[src/rtl/jogador_automatico.sv]
// rtl/jogador_automatico.sv - memory-game auto player: records leds symbols, replays them on chaves
// Optional build macro ERRO_INJ_EN adds inj_erro to corrupt the last replayed symbol.
module jogador_automatico #(
    parameter int DEPTH = 16,
    parameter int AW    = 4,
    parameter int HOLD  = 3,
    parameter int GAP   = 3,
    parameter int QUIET = 50
) (
    input  logic          clock,
    input  logic          reset,
    input  logic          ativar,
    input  logic [3:0]    leds,
    input  logic          acertou,
    input  logic          errou,
`ifdef ERRO_INJ_EN
    input  logic          inj_erro,
`endif
    output logic [3:0]    chaves,
    output logic          jogando,
    output logic          fim,
    output logic          overflow,
    output logic [AW:0]   db_tamanho,
    output logic [3:0]    db_estado
);

    typedef enum logic [3:0] {
        INICIAL   = 4'd0,
        ESPERA    = 4'd1,
        CAPTURA   = 4'd2,
        SILENCIO  = 4'd3,
        PRESSIONA = 4'd4,
        SOLTA     = 4'd5,
        FIM       = 4'd6
    } state_t;

    localparam int TMAX = (HOLD > GAP) ? HOLD : GAP;
    localparam int TW   = $clog2(TMAX) + 1;
    localparam int QW   = $clog2(QUIET) + 1;

    localparam logic [TW-1:0] HOLD_LAST  = TW'(HOLD - 1);
    localparam logic [TW-1:0] GAP_LAST   = TW'(GAP - 1);
    localparam logic [TW-1:0] T_ONE      = TW'(1);
    localparam logic [QW-1:0] QUIET_LAST = QW'(QUIET - 1);
    localparam logic [QW-1:0] Q_ONE      = QW'(1);
    localparam logic [AW:0]   DEPTH_C    = (AW + 1)'(DEPTH);
    localparam logic [AW:0]   C_ONE      = (AW + 1)'(1);
    localparam logic [AW-1:0] I_ONE      = AW'(1);

    state_t          state, state_n;
    logic [3:0]      leds_q;
    logic [AW:0]     count, count_n;
    logic            ovf, ovf_n;
    logic [AW-1:0]   idx, idx_n;
    logic [TW-1:0]   timer, timer_n;
    logic [QW-1:0]   quiet, quiet_n;
    logic [3:0]      chaves_r, chaves_n;
    logic            jog_r, fim_r;
    logic [3:0]      mem [DEPTH];

    logic            new_sym;
    logic            wr_en;
    logic [AW-1:0]   wr_addr;
    logic            last_idx;
    logic            next_is_last;
    logic [3:0]      replay_sym;

    // A direct change between two nonzero values is a new symbol too.
    assign new_sym      = (leds != 4'd0) && (leds != leds_q);
    assign last_idx     = ({1'b0, idx} == (count - C_ONE));
    assign next_is_last = ({1'b0, idx_n} == (count - C_ONE));

    always_comb begin
        replay_sym = mem[idx_n];
`ifdef ERRO_INJ_EN
        if (inj_erro && next_is_last) begin
            replay_sym = (mem[idx_n] == 4'd0) ? 4'b0001 : {mem[idx_n][2:0], mem[idx_n][3]};
        end
`endif
    end

    always_comb begin
        state_n  = state;
        count_n  = count;
        ovf_n    = ovf;
        idx_n    = idx;
        timer_n  = timer;
        quiet_n  = quiet;
        wr_en    = 1'b0;
        wr_addr  = count[AW-1:0];
        chaves_n = 4'd0;

        case (state)
            INICIAL, FIM: begin
                if (ativar) begin
                    state_n = ESPERA;
                    count_n = '0;
                    ovf_n   = 1'b0;
                end
            end
            ESPERA: begin
                if (new_sym) begin
                    wr_en   = 1'b1;
                    wr_addr = '0;
                    count_n = C_ONE;
                    state_n = CAPTURA;
                end
            end
            CAPTURA: begin
                if (leds == 4'd0) begin
                    state_n = SILENCIO;
                    quiet_n = '0;
                end else if (new_sym) begin
                    if (count == DEPTH_C) begin
                        ovf_n = 1'b1;
                    end else begin
                        wr_en   = 1'b1;
                        count_n = count + C_ONE;
                    end
                end
            end
            SILENCIO: begin
                if (new_sym) begin
                    state_n = CAPTURA;
                    if (count == DEPTH_C) begin
                        ovf_n = 1'b1;
                    end else begin
                        wr_en   = 1'b1;
                        count_n = count + C_ONE;
                    end
                end else if (quiet == QUIET_LAST) begin
                    state_n = PRESSIONA;
                    idx_n   = '0;
                    timer_n = '0;
                end else begin
                    quiet_n = quiet + Q_ONE;
                end
            end
            PRESSIONA: begin
                if (timer == HOLD_LAST) begin
                    state_n = SOLTA;
                    timer_n = '0;
                end else begin
                    timer_n = timer + T_ONE;
                end
            end
            SOLTA: begin
                if (timer == GAP_LAST) begin
                    timer_n = '0;
                    if (last_idx) begin
                        state_n = ESPERA;
                        count_n = '0;
                    end else begin
                        idx_n   = idx + I_ONE;
                        state_n = PRESSIONA;
                    end
                end else begin
                    timer_n = timer + T_ONE;
                end
            end
            default: state_n = INICIAL;
        endcase

        // The game's verdict overrides everything while a round is in progress.
        if ((state != INICIAL) && (state != FIM) && (acertou || errou)) begin
            state_n = FIM;
            wr_en   = 1'b0;
        end

        if (state_n != PRESSIONA) begin
            chaves_n = 4'd0;
        end else if (state != PRESSIONA) begin
            chaves_n = replay_sym;
        end else begin
            chaves_n = chaves_r;
        end
    end

    always_ff @(posedge clock or negedge reset) begin
        if (!reset) begin
            state    <= INICIAL;
            leds_q   <= 4'd0;
            count    <= '0;
            ovf      <= 1'b0;
            idx      <= '0;
            timer    <= '0;
            quiet    <= '0;
            chaves_r <= 4'd0;
            jog_r    <= 1'b0;
            fim_r    <= 1'b0;
        end else begin
            state    <= state_n;
            leds_q   <= leds;
            count    <= count_n;
            ovf      <= ovf_n;
            idx      <= idx_n;
            timer    <= timer_n;
            quiet    <= quiet_n;
            chaves_r <= chaves_n;
            jog_r    <= (state_n != INICIAL) && (state_n != FIM);
            fim_r    <= (state_n == FIM);
        end
    end

    always_ff @(posedge clock or negedge reset) begin
        if (!reset) begin
            for (int i = 0; i < DEPTH; i++) begin
                mem[i] <= 4'd0;
            end
        end else if (wr_en) begin
            mem[wr_addr] <= leds;
        end
    end

    assign chaves     = chaves_r;
    assign jogando    = jog_r;
    assign fim        = fim_r;
    assign overflow   = ovf;
    assign db_tamanho = count;
    assign db_estado  = state;

endmodule
[config.mk]
export PLATFORM = sky130hd
export DESIGN_NAME = jogador_automatico
export DESIGN_NICKNAME = d
export VERILOG_FILES = /design/src/rtl/jogador_automatico.sv
export SDC_FILE = /design/constraint.sdc
export NUM_CORES = 1
export LEC_CHECK = 0
export CORE_MARGIN = 2
export CORE_UTILIZATION = 25
export DETAILED_ROUTE_END_ITERATION = 12
export PLACE_DENSITY_LB_ADDON = 0.15
export SETUP_SLACK_MARGIN = 0.5
export SLEW_MARGIN = 10
export SYNTH_ARGS = -nofsm -noshare
export SYNTH_HDL_FRONTEND = slang
export SYNTH_SLANG_ARGS = --single-unit
[constraint.sdc]
create_clock -name clock -period 3.8 [get_ports clock]
set_clock_uncertainty 0.05 [all_clocks]
set_input_delay 0.38 -clock clock [delete_from_list [all_inputs] [get_ports clock]]
set_output_delay 0.38 -clock clock [all_outputs]
set_load 0.01 [all_outputs]
==> results.sh <==
export IMPL_ys_warn_count=0
export IMPL_num_vias=3685
export IMPL_root_buffer="clkbuf_16"
export IMPL_relSlewSlack_pct=47.6
export IMPL_antenna_cells=0
export IMPL_grtUsageTotal_pct=13.3
export IMPL_worstRegToRegCells=12
export IMPL_ir_drop_mv=0.241
export IMPL_drv_cap=0
export IMPL_wl_per_cell_um=18.0
export IMPL_chipWidth_um=147
export IMPL_clk_latency_ns=0.35
export IMPL_cts_sinks=98
export IMPL_grt_max_degree=57
export IMPL_cts_tree="done"
export IMPL_grt_pass1_wl_mm=21.8
export IMPL_leakage_nw=2.72
export IMPL_core_um2=20200
export IMPL_place_congestion=0.776
export IMPL_drt_total_wl_mm=13.9
export IMPL_synth_flop_cell="dfrtp_1"
export IMPL_dieArea_um2=21600
export IMPL_path_max_fanout=16
export IMPL_areaGrowthSynthToFinish_pct=19.3
export IMPL_hpwl_mm=10.0
export IMPL_tightest_slew_ns=0.780
export IMPL_route_met2_wl_mm=6.70
export IMPL_vias_per_cell=4.80
export IMPL_slew_viol_final=0
export IMPL_layout_min_cycle_time_ns=3.16
export IMPL_wl_met1_mm=6.58
export IMPL_grt_setup_unrepaired="yes"
export IMPL_dr_pass1_iters=4
export IMPL_clock_path_buffers=2
export IMPL_first_iter_violations=171
export IMPL_nFillCells=2089
export IMPL_syn_instance_count=459
export IMPL_power_mw=3.06
export IMPL_synthAdderAreaFrac_pct=1.22
export IMPL_synth_xor_area_share_pct=2.06
export IMPL_start_util_pct=25.3
export IMPL_status="completed"
export IMPL_antenna_found_initial=0
export IMPL_clk_pin_slew_ns=0.07
export IMPL_avgSynthCellArea_um2=11.1
export IMPL_drive_above_1_share_pct=25.1
export IMPL_async_flop_share_pct=100
export IMPL_drc=0
export IMPL_cts_hold_buffers_added=0
export IMPL_path_class="in -> reg"
export IMPL_synth_mux_area_share_pct=20.4
export IMPL_synth_top_family_by_area="multiplexers"
export IMPL_core_rowCount=52
export IMPL_grt_overflow=0
export IMPL_synth_edf_count=0
export IMPL_grt_pass1_vias=3760
export IMPL_dp_slack_ns=-0.0466
export IMPL_required_ns=3.99
export IMPL_port_buffers=24
export IMPL_ys_ff_latch=98
export IMPL_synth_nets=473
export IMPL_seq_area_frac_synth_pct=48.0
export IMPL_synth_distinct_cells=62
export IMPL_end_kind="register"
export IMPL_fin_crit_sh_pct=83.2
export IMPL_syn_area_um2=5110
export IMPL_synthSimpleGateAreaFrac_pct=13.0
export IMPL_setup_violations=0
export IMPL_hold_viol=0
export IMPL_setup_worst_path_start_class="primary input"
export IMPL_p_per_area_nw_per_um2=502
export IMPL_die_h_um=147
export IMPL_fmax_ghz=0.316
export IMPL_ctsHtreeMaxLevel=3
export IMPL_wl_met3_um=447
export IMPL_cts_buffers=9
export IMPL_ant_nets=0
export IMPL_synth_compound_gate_area_share_pct=12.1
export IMPL_layout_nets=507
export IMPL_highest_layer="met4"
export IMPL_timing_final_ws_setup_ns=0.638
export IMPL_cp_arrival_ns=3.35
export IMPL_worstHoldPathType="in -> async"
export IMPL_ioPinCount=25
[power breakdown]
group / internal [mW] / switching (mW)
combinational: 0.397 / 0.490
sequential: 1.16 / 0.123
clock: 0.469 / 0.419
[routing by layer]
layer,global-route usage (%),vias up
met5,0,-
met4,2.93,0
met3,3.39,8
met2,22.4,62
met1,17.3,1867
li1,-,1748
[worst max-delay path: stages]
cell	delay, ns
clkdlybuf4s50_1	0.47
or4_4	0.60
o41ai_4	0.11
and3b_2	0.31
o22ai_4	0.10
nor2_4	0.19
buf_12	0.20
mux2i_1	0.22
mux2i_1	0.11
a221o_1	0.35
a221o_1	0.29
[metrics by stage]
step	util, %	TNS, ns	cell area (µm²)	cells	hold slack, ns
final	30.2	0	6100	768	0.0580
after global placement	28.4	0	5720	749	0.437
after detailed placement	28.4	-0.0735	5720	749	0.425
after floorplan	-	0	5110	459	0.0344
after global routing	30.2	0	6100	768	0.111
after CTS	29.9	0	6020	765	0.0857
[cell usage after synthesis, types with 7 or more instances]
cell type,number,share of area [%]
dfrtp_1,98,48
mux2_2,66,15
nand2_1,35,2.6
nor2_1,31,2.3
mux2i_1,29,5.7
a21oi_1,19,1.9
o21ai_0,16,1.6
clkbuf_1,12,0.88
xor2_1,11,1.9
inv_1,9,0.66
nor3_1,9,0.88
a211oi_1,8,1.2
a221o_1,8,1.6
buf_2,7,0.69
nand2b_1,7,0.86
nand3_1,7,0.69
nor2b_1,7,0.86
[final timing paths]
path | from | to | slack, ns
setup / recovery | leds[1] | chaves[0] | 0.64
max in group asynchronous | reset | timer[1] | 2.82
hold reg to reg | overflow | overflow | 0.43
setup reg to reg | db_tamanho[0] | chaves[0] | 0.69
hold / removal | reset | db_tamanho[2] | 0.06
min in group clock | overflow | overflow | 0.43
[state kept, by name (all words and copies together) (netlist names)]
register,flops
db_tamanho,5
chaves,4
fim,1
jogando,1
quiet,7
timer,3
leds_q,4
mem,64
db_estado,4
overflow,1
idx,4
[cells by family (layout without fill, tap and decap cells)]
| kind of cell | count (synthesis) | count (layout) |
|---|---|---|
| other | 1 | 1 |
| DFF | 98 | 98 |
| muxes | 96 | 96 |
| xor gates and xnor gates | 12 | 12 |
| buffers and inverters | 34 | 73 |
| and+or+nand+nor | 129 | 129 |
| AOI/OAI and AO/OA | 84 | 84 |
| adders and majority gates | 5 | 5 |
[cell type report]
cell class              count  area, µm²  share of cell area [%]
multi-input cells         327       2550                    41.8
flip-flops and latches     98       2450                    40.2
repair buffers             45        425                    6.97
well taps                 270        338                    5.54
clock buffers              10        239                    3.92
inverters                  12       50.0                   0.821
clock inverters             6       46.3                   0.759
[cells in the final DEF, fill, tap and decap left out, types with 2 or more instances in the layout]
cell type,instances
dfrtp_1,98
mux2_2,66
nand2_1,35
nor2_1,31
mux2i_1,29
clkdlybuf4s50_1,23
buf_4,20
a21oi_1,19
o21ai_0,16
xor2_1,11
clkbuf_16,10
inv_1,9
nor3_1,9
a221o_1,8
a211oi_1,8
nor2b_1,7
nand3_1,7
nand2b_1,7
and3_1,6
nand4_1,5
o22ai_1,5
a22oi_1,5
ha_1,5
nor4_1,4
or3_1,3
a31oi_1,3
nand3_2,2
or3b_1,2
o22ai_4,2
inv_4,2
clkinv_2,2
inv_6,2
[repair_timing]
action                     4_1_cts  5_1_grt
pin swaps                        1        5
hold endpoints to repair         0        0
setup endpoints to repair        4       11
cloned                           0        1
resized for setup                2        7
setup buffers                    0        2
Note: power is estimated with default switching activity, not from simulation.
